`src/rtl/cmx_twiddle_mul.sv`:
```
// cmx_twiddle_mul: 3-stage complex multiply by a Q1.15 twiddle with round/saturate,
// valid/ready backpressure and a per-frame last-sample flag.
module cmx_twiddle_mul #(
   parameter int LOG2N = 4
) (
   input  logic        clk,
   input  logic        rst,
   input  logic [31:0] a,
   input  logic [31:0] w,
   input  logic        bypass,
   input  logic        in_valid,
   output logic        in_ready,
   output logic [31:0] c,
   output logic        out_valid,
   input  logic        out_ready,
   output logic        out_last
);
   logic              en, v1, v2, b1, b2;
   logic [31:0]       a1, w1, a2;
   logic signed [15:0] ar, ai, wr, wi;
   logic signed [31:0] p_rr, p_ii, p_ri, p_ir;
   logic signed [32:0] re, im;
   logic [15:0]       re_s, im_s;
   logic [LOG2N-1:0]  cnt, idx;

   function automatic logic [15:0] rnd_sat(input logic signed [32:0] x);
      logic signed [32:0] y;
      y = (x + 33'sd16384) >>> 15;
      return y > 33'sd32767 ? 16'h7fff : y < -33'sd32768 ? 16'h8000 : y[15:0];
   endfunction

   assign en       = !out_valid || out_ready;
   assign in_ready = en;
   assign ar       = a1[15:0];
   assign ai       = a1[31:16];
   assign wr       = w1[15:0];
   assign wi       = w1[31:16];
   assign re       = 33'(p_rr) - 33'(p_ii);
   assign im       = 33'(p_ri) + 33'(p_ir);
   assign re_s     = rnd_sat(re);
   assign im_s     = rnd_sat(im);
   // index of the sample entering S3: the one in S3 now is leaving if out_valid
   assign idx      = cnt + LOG2N'(out_valid);

   always_ff @(posedge clk) begin
      if (rst) begin
         v1        <= 1'b0;
         v2        <= 1'b0;
         out_valid <= 1'b0;
         out_last  <= 1'b0;
         cnt       <= '0;
         c         <= '0;
      end else begin
         if (out_valid && out_ready) cnt <= cnt + LOG2N'(1);
         if (en) begin
            v1        <= in_valid;
            a1        <= a;
            w1        <= w;
            b1        <= bypass;
            v2        <= v1;
            a2        <= a1;
            b2        <= b1;
            p_rr      <= 32'(ar) * 32'(wr);
            p_ii      <= 32'(ai) * 32'(wi);
            p_ri      <= 32'(ar) * 32'(wi);
            p_ir      <= 32'(ai) * 32'(wr);
            out_valid <= v2;
            out_last  <= v2 && (idx == '1);
            c         <= b2 ? a2 : {im_s, re_s};
         end
      end
   end
endmodule

```
`config.mk`:
```
export PLATFORM = sky130hd
export DESIGN_NAME = cmx_twiddle_mul
export DESIGN_NICKNAME = d
export VERILOG_FILES = /design/src/rtl/cmx_twiddle_mul.sv
export SDC_FILE = /design/constraint.sdc
export NUM_CORES = 2
export LEC_CHECK = 0
export ABC_CLOCK_PERIOD_IN_PS = 13500
export CAP_MARGIN = 20
export CORE_UTILIZATION = 60
export CTS_BUF_LIST = sky130_fd_sc_hd__clkbuf_8
export CTS_CLUSTER_SIZE = 16
export DETAILED_ROUTE_END_ITERATION = 16
export PLACE_DENSITY = 0.77
export SLEW_MARGIN = 5
export SYNTH_ARGS = -nofsm -noshare
export SYNTH_HDL_FRONTEND = slang
export SYNTH_SLANG_ARGS = --single-unit
export TNS_END_PERCENT = 50
```
`constraint.sdc`:
```
create_clock -name clk -period 13.5 [get_ports clk]
set_clock_uncertainty 0.1 [all_clocks]
set_input_delay 2.7 -clock clk [delete_from_list [all_inputs] [get_ports clk]]
set_output_delay 2.7 -clock clk [all_outputs]
set_load 0.005 [all_outputs]
```
==> impl_metrics.env <==
export IMPL_status="completed"
export IMPL_row_count=106
export IMPL_clock_path_buffers=3
export IMPL_cp_data_arrival_time_ns=5.12
export IMPL_place_hpwl_um=94400
export IMPL_rsz0062_at_grt="false"
export IMPL_h_tree_depth=2
export IMPL_grt_start_max_net_pins=144
export IMPL_cpMostUsedCell="clkdlybuf4s50_1"
export IMPL_hold_path_class="flip-flop to flip-flop"
export IMPL_async_flop_share=0
export IMPL_ys_types=85
export IMPL_min_period_over_period=0.586
export IMPL_gp_congestion=0.954
export IMPL_numCtsBuffers=54
export IMPL_dieArea_um2=86100
export IMPL_tns_ns=0
export IMPL_io_pins=104
export IMPL_drc=0
export IMPL_layout_common_cells="1202 x inv_1, 1048 x fa_1, 551 x nand2_1, 507 x and2_1, 453 x ha_1"
export IMPL_initial_utilization=0.608
export IMPL_root_buffer="clkbuf_8"
export IMPL_maxSlewViolCount=0
export IMPL_dp_slack_ns=5.65
export IMPL_ys_seq_elements=266
export IMPL_critPathMaxStageDelay_ns=0.83
export IMPL_post_cts_buffers=0
export IMPL_tightest_slew_ns=1.04
export IMPL_syn_cell_area_um2=51000
export IMPL_path_max_fanout=21
export IMPL_fin_nets=6763
export IMPL_cts_sinks=266
export IMPL_crit_path_cell_trace="clkdlybuf4s50_1, nor2b_2, inv_1, clkdlybuf4s50_1"
export IMPL_grt_usage=0.319
export IMPL_antenna_left=0
export IMPL_drive_above_1_share=0.0370
export IMPL_min_delay_start="b1"
export IMPL_reg2reg_from="w1[8]"
export IMPL_r2r_setup_slack_ns=5.78
export IMPL_maxCapViolCount=0
export IMPL_cts_tree="yes"
export IMPL_vias=35700
export IMPL_worstHoldPathCells=0
export IMPL_fin_cells=6374
export IMPL_first_pass_iters=5
export IMPL_portBuffers=103
export IMPL_synth_area_per_cell_um2=9.85
export IMPL_ys_flop_type="edfxtp_1"
export IMPL_setup_slack_ns=5.58
export IMPL_ctsHoldBuffers=0
export IMPL_grt_first_pass_wirelength_um=210000
export IMPL_synth_edff_count=226
export IMPL_yosysSeqAreaShare=0.149
export IMPL_syn_nets=6743
export IMPL_reg2reg_depth=24
export IMPL_final_common_cell="inv_1"
export IMPL_die_h_um=293
export IMPL_cp_start_kind="input pin"
export IMPL_clock_latency_ns=0.72
export IMPL_cp_slowest_cell="nor2b_2"
export IMPL_antenna_found_initial=7
export IMPL_min_to="b2"
export IMPL_clkTransAtPathRegs_ns=0.06
export IMPL_worstSetupPathType="input pin to output pin"
export IMPL_path_buf_inv=3
export IMPL_grt_pass1_vias=38500
export IMPL_critPathTopFamily="buffers and inverters"
export IMPL_die_x_um=293
export IMPL_design_core_area_um2=83800
export IMPL_syn_inst=5173
export IMPL_setup_viol=0
export IMPL_end_kind="output pin"
export IMPL_overflow=0
export IMPL_relSlewSlack=0.297
export IMPL_max_freq_mhz=126
export IMPL_yosys_warnings=0
export IMPL_drtIter0Drc=2551
export IMPL_cts_resized=0
export IMPL_wl_um=129000
export IMPL_hold_ws_ns=0.336
export IMPL_worstReg2RegEnd="p_ir[31]"
export IMPL_wl_per_cell_um=20.2
export IMPL_required_ns=10.70
export IMPL_vias_per_cell=5.60
export IMPL_final_hold_viol_count=0
export IMPL_syn_to_final_growth_pct=6.95
export IMPL_placed_cells=6270
export IMPL_layout_min_cycle_time_ns=7.92
-- logic make-up (layout without fill, tap and decap cells) --
kind of cell,Yosys count,count (layout),synth area share
other cells,0,2,0
compound gates,482,482,0.0632
fa+ha+maj,1501,1501,0.523
flops,266,266,0.149
xor+xnor,170,170,0.0292
simple gates,1347,1347,0.132
buf+inv,1405,1470,0.104
mux,2,2,0.000417
-- synthesized netlist by cell type (all sizes together), types with 9 or more instances --
master	count	area, µm²
nand2	551	2070
nor3	30	155
and3	14	87.6
dfxtp	40	801
nor2b	11	68.8
nand2b	30	188
edfxtp	226	6790
xnor2	120	1050
o211ai	13	103
xor2	50	438
o21a	23	173
nand3	32	160
nor2	125	479
a21o	59	443
o21ai	97	489
a31oi	14	87.6
inv	1194	4480
or3	9	56.3
a21oi	138	694
a211o	9	78.8
ha	453	5670
clkbuf	204	766
o21bai	21	158
a211oi	22	175
fa	1048	21000
and2	507	3170
-- flip-flops by register name, summed over array words and instances, names as in the netlist, 4 cells and up --
signal / count
a1: 32
a2: 32
c: 32
p_ii: 32
p_ir: 32
p_ri: 32
p_rr: 32
w1: 32
cnt: 4
-- routing by layer --
| metal | global-route usage | share of wire | vias to the layer above | wire, µm |
|---|---|---|---|---|
| li1 | - | - | 15800 | - |
| met1 | 0.415 | 0.39 | 18000 | 49700 |
| met2 | 0.503 | 0.46 | 1559 | 58800 |
| met3 | 0.0570 | 0.086 | 337 | 11100 |
| met4 | 0.189 | 0.073 | 2 | 9430 |
| met5 | 0 | 0.00012 | - | 16 |
-- metrics by stage --
| step | util | instance area, µm² |
|---|---|---|
| 2_1_floorplan | - | 51000 |
| 3_3_place_gp | 0.634 | 53200 |
| 3_5_place_dp | 0.634 | 53200 |
| 4_1_cts | 0.650 | 54500 |
| 5_1_grt | 0.650 | 54500 |
| 6_report | 0.650 | 54500 |
-- worst register-to-register path: stages, from the launching register on --
cell	delay (ns)
edfxtp_1	0.84
buf_4	0.39
nand2_1	0.12
fa_1	0.53
inv_1	0.05
fa_1	0.49
inv_1	0.05
fa_1	0.52
inv_1	0.05
fa_1	0.46
fa_1	0.49
inv_1	0.05
fa_1	0.47
inv_1	0.04
ha_1	0.29
o21ai_0	0.26
nand3b_1	0.19
o211ai_1	0.14
o31ai_1	0.50
a41oi_1	0.28
a211oi_1	0.38
o21a_1	0.19
o21a_1	0.16
nor4_1	0.06
a311o_1	0.32
-- worst max-delay path by stage --
stage | from | endpoint | depth (start not counted)
after floorplan | out_ready | c[18] | 5
after global placement | out_ready | in_ready | 4
after detailed placement | out_ready | in_ready | 4
after CTS | out_ready | in_ready | 4
after global routing | out_ready | in_ready | 4
final | out_ready | in_ready | 4
-- layout make-up --
type                            instances  area (µm²)
Multi-Input combinational cell       3502       38100
Fill cell                            6712       29300
Sequential cell                       266        7590
Inverter                             1195        4490
Timing Repair Buffer                  174        1580
Tap cell                             1134        1420
Clock buffer                           57         785
Clock inverter                         44         537
Antenna cell                            2        5.00
Power is not shown: default switching activity piles up to over one toggle a cycle in this logic, so the estimate is an artifact.
